==> src/rtl/mic_pkg.sv <==
// Shared constants for the microphone sample path (RAM, writer and reader).
// Defaults here are overridden per instance through module parameters.
package mic_pkg;

    localparam int MIC_ADDR_WIDTH = 6;
    localparam int MIC_DATA_WIDTH = 18;
    localparam int MIC_FRAME_LEN  = 64;
    localparam int MIC_DEPTH      = 2 ** MIC_ADDR_WIDTH;

    // Width of a counter that wraps every frame_len samples (frame_len is a power of two).
    function automatic int frame_cnt_width(input int frame_len);
        return (frame_len > 2) ? $clog2(frame_len) : 1;
    endfunction

endpackage

==> src/rtl/mic_fifo_reader_if.sv <==
// Valid/ready sample stream from the mic reader to the first analysis stage.
// master drives valid/data/last, slave drives ready.
interface mic_fifo_reader_if
    import mic_pkg::*;
#(
    parameter int DATA_WIDTH = MIC_DATA_WIDTH
);
    logic                  sample_valid;
    logic                  sample_ready;
    logic [DATA_WIDTH-1:0] sample_data;
    logic                  sample_last;

    modport master (
        output sample_valid,
        output sample_data,
        output sample_last,
        input  sample_ready
    );

    modport slave (
        input  sample_valid,
        input  sample_data,
        input  sample_last,
        output sample_ready
    );
endinterface

==> src/rtl/mic_fifo_reader_skid.sv <==
// Two-entry FIFO-ordered output buffer that absorbs the RAM read latency.
// Exposes its entry count so the parent can bound reads in flight.
module mic_fifo_reader_skid
    import mic_pkg::*;
#(
    parameter int DATA_WIDTH = MIC_DATA_WIDTH
) (
    input  logic                  clk,
    input  logic                  reset,
    input  logic                  i_push,
    input  logic [DATA_WIDTH-1:0] i_push_data,
    input  logic                  i_ready,
    output logic                  o_valid,
    output logic [DATA_WIDTH-1:0] o_data,
    output logic [1:0]            o_count
);

    logic [DATA_WIDTH-1:0] r_mem [2];
    logic                  r_wr_idx;
    logic                  r_rd_idx;
    logic [1:0]            r_count;
    logic                  w_pop;

    assign o_valid = (r_count != 2'd0);
    assign o_data  = r_mem[r_rd_idx];
    assign o_count = r_count;
    assign w_pop   = o_valid && i_ready;

    // The parent never pushes into a full buffer, so push/pop need no guard here.
    always_ff @(posedge clk or posedge reset) begin
        if (reset) begin
            for (int i = 0; i < 2; i++) begin
                r_mem[i] <= '0;
            end
            r_wr_idx <= 1'b0;
            r_rd_idx <= 1'b0;
            r_count  <= 2'd0;
        end else begin
            if (i_push) begin
                r_mem[r_wr_idx] <= i_push_data;
                r_wr_idx        <= ~r_wr_idx;
            end
            if (w_pop) begin
                r_rd_idx <= ~r_rd_idx;
            end
            r_count <= r_count + {1'b0, i_push} - {1'b0, w_pop};
        end
    end

endmodule

==> src/rtl/mic_fifo_reader.sv <==
// Read-side controller for the mic sample RAM: level tracking, read issue, overrun detection.
// Optional frame marking on sample_last is built when MIC_FIFO_READER_FRAME_EN is defined.
module mic_fifo_reader
    import mic_pkg::*;
#(
    parameter int ADDR_WIDTH = MIC_ADDR_WIDTH,
    parameter int DATA_WIDTH = MIC_DATA_WIDTH,
    parameter int FRAME_LEN  = MIC_FRAME_LEN
) (
    input  logic                  clk,
    input  logic                  reset,
    input  logic                  fifo_we,
    output logic [ADDR_WIDTH-1:0] fifo_rd_addr,
    input  logic [DATA_WIDTH-1:0] fifo_rd_data,
    mic_fifo_reader_if.master     sample_if,
    output logic [ADDR_WIDTH:0]   level,
    output logic                  overflow,
    input  logic                  ovf_clear
);

    localparam logic [ADDR_WIDTH:0] LEVEL_FULL = {1'b1, {ADDR_WIDTH{1'b0}}};

    logic [ADDR_WIDTH-1:0] r_rd_ptr;
    logic [ADDR_WIDTH:0]   r_level;
    logic                  r_overflow;
    logic                  r_inflight;

    logic                  w_valid;
    logic                  w_pop;
    logic                  w_issue;
    logic                  w_overrun;
    logic                  w_last;
    logic [1:0]            w_skid_count;
    logic [2:0]            w_occ_after;
    logic [DATA_WIDTH-1:0] w_data;

    assign w_pop       = w_valid && sample_if.sample_ready;
    // Occupancy after this cycle's pop; a pop always implies a buffered entry, so no underflow.
    assign w_occ_after = {2'b00, r_inflight} + {1'b0, w_skid_count} - {2'b00, w_pop};
    assign w_issue     = (r_level != '0) && (w_occ_after < 3'd2);
    assign w_overrun   = fifo_we && (r_level == LEVEL_FULL) && !w_issue;

    always_ff @(posedge clk or posedge reset) begin
        if (reset) begin
            r_rd_ptr   <= '0;
            r_level    <= '0;
            r_overflow <= 1'b0;
            r_inflight <= 1'b0;
        end else begin
            r_inflight <= w_issue;
            // On overrun the writer has overwritten the oldest unread slot; skip past it.
            if (w_issue || w_overrun) begin
                r_rd_ptr <= r_rd_ptr + 1'b1;
            end
            if (fifo_we && !w_issue && !w_overrun) begin
                r_level <= r_level + 1'b1;
            end else if (!fifo_we && w_issue) begin
                r_level <= r_level - 1'b1;
            end
            if (w_overrun) begin
                r_overflow <= 1'b1;
            end else if (ovf_clear) begin
                r_overflow <= 1'b0;
            end
        end
    end

    mic_fifo_reader_skid #(
        .DATA_WIDTH (DATA_WIDTH)
    ) u_skid (
        .clk         (clk),
        .reset       (reset),
        .i_push      (r_inflight),
        .i_push_data (fifo_rd_data),
        .i_ready     (sample_if.sample_ready),
        .o_valid     (w_valid),
        .o_data      (w_data),
        .o_count     (w_skid_count)
    );

`ifdef MIC_FIFO_READER_FRAME_EN
    localparam int FCW = frame_cnt_width(FRAME_LEN);
    logic [FCW-1:0] r_frame_cnt;

    // Realign frames after data loss so downstream frames never straddle a gap.
    always_ff @(posedge clk or posedge reset) begin
        if (reset) begin
            r_frame_cnt <= '0;
        end else if (w_overrun) begin
            r_frame_cnt <= '0;
        end else if (w_pop) begin
            r_frame_cnt <= r_frame_cnt + 1'b1;
        end
    end

    assign w_last = w_valid && (r_frame_cnt == FCW'(FRAME_LEN - 1));
`else
    assign w_last = 1'b0;
`endif

    assign fifo_rd_addr           = r_rd_ptr;
    assign level                  = r_level;
    assign overflow               = r_overflow;
    assign sample_if.sample_valid = w_valid;
    assign sample_if.sample_data  = w_data;
    assign sample_if.sample_last  = w_last;

endmodule

==> src/flat_wrapper.sv <==
// flat-port wrapper written by rule: the top's interface ports become plain ports
module mic_fifo_reader_flat import mic_pkg::*;
#(
    parameter int ADDR_WIDTH = MIC_ADDR_WIDTH,
    parameter int DATA_WIDTH = MIC_DATA_WIDTH,
    parameter int FRAME_LEN  = MIC_FRAME_LEN
)
  (clk, reset, fifo_we, fifo_rd_addr, fifo_rd_data, level, overflow, ovf_clear, sample_if_sample_valid, sample_if_sample_data, sample_if_sample_last, sample_if_sample_ready);
  mic_fifo_reader_if #(.DATA_WIDTH(DATA_WIDTH)) sample_if_i ();
  input  logic clk;
  input  logic reset;
  input  logic fifo_we;
  output logic [ADDR_WIDTH-1:0] fifo_rd_addr;
  input  logic [DATA_WIDTH-1:0] fifo_rd_data;
  output logic [ADDR_WIDTH:0] level;
  output logic overflow;
  input  logic ovf_clear;
  output wire logic [$bits(sample_if_i.sample_valid)-1:0] sample_if_sample_valid;
  output wire logic [$bits(sample_if_i.sample_data)-1:0] sample_if_sample_data;
  output wire logic [$bits(sample_if_i.sample_last)-1:0] sample_if_sample_last;
  input wire logic [$bits(sample_if_i.sample_ready)-1:0] sample_if_sample_ready;
  assign sample_if_sample_valid = sample_if_i.sample_valid;
  assign sample_if_sample_data = sample_if_i.sample_data;
  assign sample_if_sample_last = sample_if_i.sample_last;
  assign sample_if_i.sample_ready = sample_if_sample_ready;
  mic_fifo_reader #(.ADDR_WIDTH(ADDR_WIDTH), .DATA_WIDTH(DATA_WIDTH), .FRAME_LEN(FRAME_LEN)) u_core (.clk(clk), .reset(reset), .fifo_we(fifo_we), .fifo_rd_addr(fifo_rd_addr), .fifo_rd_data(fifo_rd_data), .sample_if(sample_if_i), .level(level), .overflow(overflow), .ovf_clear(ovf_clear));
endmodule
==> config.mk <==
export PLATFORM = sky130hd
export DESIGN_NAME = mic_fifo_reader_flat
export DESIGN_NICKNAME = d
export VERILOG_FILES = /design/src/rtl/mic_pkg.sv /design/src/rtl/mic_fifo_reader_if.sv /design/src/rtl/mic_fifo_reader_skid.sv /design/src/rtl/mic_fifo_reader.sv /design/src/flat_wrapper.sv
export SDC_FILE = /design/constraint.sdc
export NUM_CORES = 1
export LEC_CHECK = 0
export ABC_AREA = 1
export CORE_MARGIN = 2
export CORE_UTILIZATION = 50
export DETAILED_ROUTE_END_ITERATION = 10
export HOLD_SLACK_MARGIN = 0.08
export PLACE_DENSITY = 0.82
export SLEW_MARGIN = 20
export SYNTH_ARGS = -nofsm -noshare
export SYNTH_HDL_FRONTEND = slang
export SYNTH_SLANG_ARGS = --single-unit
==> constraint.sdc <==
create_clock -name clk -period 4.06 [get_ports clk]
set_clock_uncertainty 0.15 [all_clocks]
set_input_delay 0.609 -clock clk [delete_from_list [all_inputs] [get_ports clk]]
set_output_delay 0.609 -clock clk [all_outputs]
set_load 0.05 [all_outputs]
Word level (Yosys, flattened, before mapping)
Cells that the tools add are included.
W data, S select, Z words.
{"block": "word_totals", "regBits": 55, "latchBits": 0, "mem_bits_rw": 0, "mem_bits_ro": 0, "input_bits": 23, "output_inout_bits": 34, "elab_cells": 51, "mem_count": 0}
{"block": "classes", "add_sub_neg": 7, "multipliers": 0, "div": 0, "order_cmp": 4, "eq_ne": 1, "shift": 0, "mux": 10, "n_bitwise": 4, "reduce_logical": 16}
{"operator": "$mux W18", "count": 4}
{"operator": "$bwmux W36", "count": 1}
{"operator": "$demux W18 S1", "count": 1}
{"operator": "$mux W7", "count": 2}
{"operator": "$logic_and A1 B1 Y1", "count": 8}
{"operator": "$add A7 B1 Y7 const B", "count": 1}
{"operator": "$eq A7 B7 Y1 const B", "count": 1}
{"operator": "$reduce_bool A7 Y1", "count": 1}
{"operator": "$sub A7 B1 Y7 const B", "count": 1}
{"operator": "$add A6 B1 Y6 const B", "count": 1}
{"operator": "$reduce_bool A2 Y1", "count": 3}
{"operator": "$ge A2 B2 Y1 const B", "count": 2}
{"operator": "$not A1 Y2", "count": 2}
{"operator": "$add A1 B2 Y3", "count": 1}
{"operator": "$logic_not A1 Y1", "count": 3}
{"operator": "$lt A3 B2 Y1 const B", "count": 1}
{"operator": "$sub A3 B1 Y3", "count": 1}
{"operator": "$add A2 B1 Y2", "count": 1}
{"operator": "$lt A2 B1 Y1 const B", "count": 1}
{"operator": "$mux W1", "count": 2}
{"operator": "$not A1 Y1", "count": 2}
{"operator": "$sub A2 B1 Y2", "count": 1}
{"operator": "$logic_or A1 B1 Y1", "count": 1}

Depth between registers and ports, before layout
{"block": "logic_depth", "ltp_word": 10, "depth_mapped": 23, "depth_no_buf": 23}

Hierarchy
From an unflattened synthesis, not the netlist that was laid out.
{"block": "hier_totals", "cells_unflattened": 346, "hier_area_um2": 3034.2}
{"mod": "mic_fifo_reader_skid", "instances": 1, "cells_each": 218, "area_each_um2": 2000.7, "seq_area_each_um2": 1001.0}
{"mod": "mic_fifo_reader", "instances": 1, "cells_each": 128, "area_each_um2": 1033.5, "seq_area_each_um2": 375.4}

Least setup slack after synthesis
Ideal clock, no wire load.
{"block": "synth_path", "path_kind": "register to register", "from": "reg u_core.u_skid.r_count[1] (netlist: u_core.u_skid.o_count[1])", "to": "reg u_core.r_level[6] (netlist: u_core.level[6])", "setup_ns": 0.114, "t_arrival_ns": 3.343, "required_time_ns": 3.796, "slack_ns": 0.453, "path_stages_with_launch": 23, "path_buffers": 0, "synth_period_minus_slack_ns": 3.607, "cell_sequence": "dfrtp_1 -> or2_2 -> nand2_1 -> inv_1 -> ha_1 -> inv_1 -> ha_1 -> inv_1 -> fa_1 -> nand2_1 -> nor2_1 -> nand2_2 -> nand3_2 -> ha_1 -> nand2_1 -> o21ai_0 -> nand2_1 -> nand2_1 -> nand2_1 -> nand2_1 -> nand2_1 -> nand2_1 -> inv_1"}
{"block": "synth_between", "elab_chain_cells": 10, "elab_cells_between_ends": 14, "classes_between": "add/sub (2); order compare (1); mux (1); reduce/logical (10)"}
{"item": "start: declaration", "line": "mic_fifo_reader_skid.sv:21", "source": "logic [1:0] r_count;"}
{"item": "start signal: assignment", "line": "mic_fifo_reader_skid.sv:46", "source": "r_count <= r_count + {1'b0, i_push} - {1'b0, w_pop};"}
{"item": "$reduce_bool A2 Y1 (*)", "line": "mic_fifo_reader_skid.sv:24", "source": "assign o_valid = (r_count != 2'd0);"}
{"item": "via sample_if_sample_valid", "line": "flat_wrapper.sv:18", "source": "output wire logic [$bits(sample_if_i.sample_valid)-1:0] sample_if_sample_valid;"}
{"item": "$logic_and A1 B1 Y1 (*)"}
{"item": "via u_core.u_skid.w_pop", "line": "mic_fifo_reader_skid.sv:22", "source": "logic w_pop;"}
{"item": "$sub A3 B1 Y3 (*)", "line": "mic_fifo_reader.sv:39", "source": "assign w_occ_after = {2'b00, r_inflight} + {1'b0, w_skid_count} - {2'b00, w_pop};"}
{"item": "$lt A3 B2 Y1 (*)", "line": "mic_fifo_reader.sv:40", "source": "assign w_issue = (r_level != '0) && (w_occ_after < 3'd2);"}
{"item": "$logic_and A1 B1 Y1 (*)", "line": "mic_fifo_reader.sv:40"}
{"item": "$logic_not A1 Y1", "line": "mic_fifo_reader.sv:41, mic_fifo_reader.sv:55"}
{"item": "$logic_and A1 B1 Y1", "line": "mic_fifo_reader.sv:41", "source": "assign w_overrun = fifo_we && (r_level == LEVEL_FULL) && !w_issue;"}
{"item": "$logic_not A1 Y1", "line": "mic_fifo_reader.sv:55", "source": "if (fifo_we && !w_issue && !w_overrun) begin"}
{"item": "$logic_and A1 B1 Y1", "line": "mic_fifo_reader.sv:55"}
{"item": "$mux W7 / $reduce_bool A2 Y1 (equally long branches)"}
{"item": "end signal: assignment", "line": "mic_fifo_reader.sv:56", "source": "r_level <= r_level + 1'b1;"}
{"item": "end signal: assignment", "line": "mic_fifo_reader.sv:58", "source": "r_level <= r_level - 1'b1;"}
{"item": "end: declaration", "line": "mic_fifo_reader.sv:24", "source": "logic [ADDR_WIDTH:0] r_level;"}
The timed path passes the listed nets; every way through them passes the cells marked *.
A chain may end at the register's enable or synchronous reset.

Worst setup path in the final report
{"block": "layout_path", "from": "reg u_core.u_skid.r_count[1] (netlist: u_core.u_skid.o_count[1])", "to": "reg u_core.r_level[6] (netlist: u_core.level[6])"}
{"block": "layout_between", "elab_chain_cells": 10, "elab_cells_between_ends": 14, "classes_between": "add/sub (2); order compare (1); mux (1); reduce/logical (10)"}
{"item": "$reduce_bool A2 Y1 (*)", "line": "mic_fifo_reader_skid.sv:24"}
{"item": "$logic_and A1 B1 Y1 (*)"}
{"item": "via u_core.u_skid.w_pop", "line": "mic_fifo_reader_skid.sv:22"}
{"item": "$sub A3 B1 Y3 (*)", "line": "mic_fifo_reader.sv:39"}
{"item": "$lt A3 B2 Y1 (*)", "line": "mic_fifo_reader.sv:40"}
{"item": "$logic_and A1 B1 Y1 (*)", "line": "mic_fifo_reader.sv:40"}
{"item": "$logic_not A1 Y1", "line": "mic_fifo_reader.sv:41, mic_fifo_reader.sv:55"}
{"item": "$logic_and A1 B1 Y1", "line": "mic_fifo_reader.sv:41"}
{"item": "$logic_not A1 Y1", "line": "mic_fifo_reader.sv:55"}
{"item": "$logic_and A1 B1 Y1", "line": "mic_fifo_reader.sv:55"}
{"item": "$mux W7 / $reduce_bool A2 Y1 (equally long branches)"}
Marked as above.

==> flow_summary.json <==
{
  "synth_area_leaders": "dfrtp_1 51%, nand2_1 9.6%, o21ai_0 8.5%",
  "portBuffers": 55,
  "dp_hpwl_mm": 3.66,
  "rsz0062_at_grt": "no",
  "hp-class": "register to register",
  "min_period_over_period_pct": 90.9,
  "startpoint_type": "register",
  "holdPathStages": 2,
  "cts_setup_buffers": 0,
  "synth_area_um2": 2690,
  "reg2reg_depth": 22,
  "synth_nets": 329,
  "finalNetCount": 380,
  "drt-total-wl_mm": 5.13,
  "critPathCaptureType": "register",
  "gp_congestion": 0.873,
  "fillerInstances": 460,
  "grt_pass1_wl_mm": 8.83,
  "maxSlewViolCount": 0,
  "worst_r2r_endpoint": "u_core.level[6]",
  "yosys.area.top_type_share_pct": 51.1,
  "cts_root_buf": "clkbuf_8",
  "yosysSeqAreaShare_pct": 51.1,
  "final_cell_area_um2": 3370,
  "status": "finished clean",
  "dpl_cell_area_um2": 3280,
  "final_common_cell": "nand2_1",
  "cts_buffers": 5,
  "syn_avg_cell_area_um2": 9.13,
  "fmax_ghz": 0.271,
  "io_pins": 57,
  "setup_violations": 0,
  "cp.required_ns": 4.11,
  "fp.dieArea_um2": 5990,
  "grt_overflow": 0,
  "drive_gt1_share_pct": 9.86,
  "cp_max_fo": 9,
  "firstDrtPassIters": 4,
  "num_rows": 26,
  "syn_to_final_growth_pct": 25.0,
  "track_usage_pct": 18.3,
  "grt_pass1_vias": 1994,
  "dp_worst_setup_slack_ns": 0.0210,
  "synth_cells": 295,
  "htreeDepth": 2,
  "wire_per_inst_um": 12.4,
  "antennaDiodeCount": 0,
  "cts_tree": "done",
  "synth.distinct_cells": 26,
  "fin_crit_ns": 3.69,
  "grt_max_degree": 56,
  "tns_ns": 0,
  "path_cells": "or2_2 -> nand2_1 -> inv_1 -> ha_1 -> inv_1 -> ha_1 -> inv_1 -> fa_1 -> nand2_1 -> nor2_1 -> nand2_2 -> nand3_2 -> ha_1 -> nand2_1 -> o21ai_0 -> nand2_1 -> nand2_1 -> nand2_1 -> nand2_1 -> nand2_1 -> nand2_1 -> inv_1",
  "cts_sinks": 55,
  "r2r-start": "u_core.u_skid.o_count[1]",
  "initial_core_util_pct": 52.4,
  "synth_area_leader_cell": "dfrtp_1",
  "core_um2": 5140,
  "cts.clk_slew.worst_paths_ns": 0.09,
  "r2r_slack_ns": 0.37,
  "fp.dieW_um": 77.4,
  "worstSetupPathType": "register to register",
  "worst_pin_slew_ns": 0.989,
  "min_from": "u_core.u_skid.r_mem[13]",
  "antenna_found_initial": 0,
  "detail_route.vias_per_cell": 4.86,
  "layout_common_cells": "69 x nand2_1, 55 x clkdlybuf4s50_1, 55 x dfrtp_1",
  "yosys_register_bits": 55,
  "slew_headroom_pct": 33.9,
  "yosys_warnings": 0,
  "crit_path_max_incr_delay_ns": 0.45,
  "ant_nets": 0,
  "die_y_um": 77.4,
  "hold_viol_final": 0,
  "clockBufferDepth": 2,
  "crit_arrival_ns": 3.74,
  "clk_latency_ns": 0.30,
  "drc_errors": 0,
  "multi_input_area_um2": 1110,
  "dr.first_iter.drc_count": 111,
  "max_cap_viol_count": 0,
  "min_to": "u_core.u_skid.r_mem[13]",
  "setup_slack_ns": 0.371,
  "critPathMostFrequentCell": "nand2_1",
  "vias": 2016,
  "seq_area_um2": 1380,
  "cp_slowest_cell": "fa_1"
}
## cell type report
class                   instances  share of cell area (%)
inverters                      43                    4.87
clock inverters                 1                   0.223
well taps                      70                    2.60
repair buffers                 55                    16.4
clock buffers                   5                    2.04
flip-flops and latches         55                    40.9
multi-input cells             186                    33.0
## kinds of logic (layout without fill, tap and decap cells)
logic type | count (synthesis) | after routing | synth area share [%]
simple gates | 96 | 96 | 15.0
flops | 55 | 55 | 51.1
buf+inv | 54 | 104 | 8.08
compound gates | 51 | 51 | 9.52
mux | 18 | 18 | 7.52
fa+ha+maj | 11 | 11 | 5.67
xor+xnor | 9 | 9 | 2.93
other cells | 1 | 1 | 0.139
## worst max path at each step
stage	start	to	slack [ns]	cells after the start
5_1_grt	u_core.u_skid.o_count[1]	u_core.level[6]	0.05	22
4_1_cts	u_core.u_skid.o_count[1]	u_core.level[6]	0.30	22
2_1_floorplan	u_core.u_skid.o_count[1]	u_core.level[6]	0.45	22
3_3_place_gp	sample_if_sample_ready	u_core.level[6]	0.13	22
6_report	u_core.u_skid.o_count[1]	u_core.level[6]	0.37	22
3_5_place_dp	sample_if_sample_ready	u_core.level[6]	0.02	22
## flip-flops by register name, indices dropped and copies added, names as in the netlist
register	cells
u_core.u_skid.r_wr_idx	1
u_core.u_skid.o_count	2
u_core.fifo_rd_addr	6
u_core.overflow	1
u_core.u_skid.r_mem	36
u_core.level	7
u_core.u_skid.r_rd_idx	1
u_core.r_inflight	1
## synth_stat cells
cell      instances
a21oi_1           4
buf_2             3
buf_4             1
buf_6             1
clkbuf_1          6
conb_1            1
dfrtp_1          55
fa_1              2
ha_1              9
inv_1            43
mux2_2           18
nand2_1          69
nand2_2           3
nand3_1           7
nand3_2           1
nand3b_1          1
nand4_1           3
nor2_1            7
nor2_2            1
nor3_1            1
o21ai_0          46
o22ai_1           1
or2_1             1
or2_2             2
xnor2_1           3
xor2_1            6
## stage by stage
| step | utilization (%) | hold WS (ns) | std cells |
|---|---|---|---|
| after floorplan | - | 0.298 | 295 |
| after global placement | 63.7 | 0.310 | 409 |
| after detailed placement | 63.8 | 0.321 | 409 |
| after CTS | 65.3 | 0.343 | 415 |
| after global routing | 65.5 | 0.367 | 415 |
| final | 65.5 | 0.339 | 415 |
## worst max-delay path: cells and delay by family, from the launching register on
| kind | cells | cell delay [ns] |
|---|---|---|
| AO/OA/AOI/OAI | 1 | 0.25 |
| buffers and inverters | 4 | 0.19 |
| adder cells (fa/ha/maj) | 4 | 1.25 |
| AND/OR/NAND/NOR | 13 | 1.32 |
| flip-flops | 1 | 0.42 |
## metal layers
metal  track usage [%]  vias up  share of wire (%)
li1                  -     1029                  -
met1              23.3      945                 47
met2              31.9       38                 49
met3              3.72        4                3.5
met4              4.64        0               0.62
met5                 0        -                  0
## repair_timing
action	CTS	global route
setup endpoints to repair	0	1
hold endpoints to repair	0	0
resized for setup	0	2
hold buffers	0	0
Power is left out: the tool's default activity adds up to more than one toggle a clock period on the data nets, which glitch-free logic cannot reach.
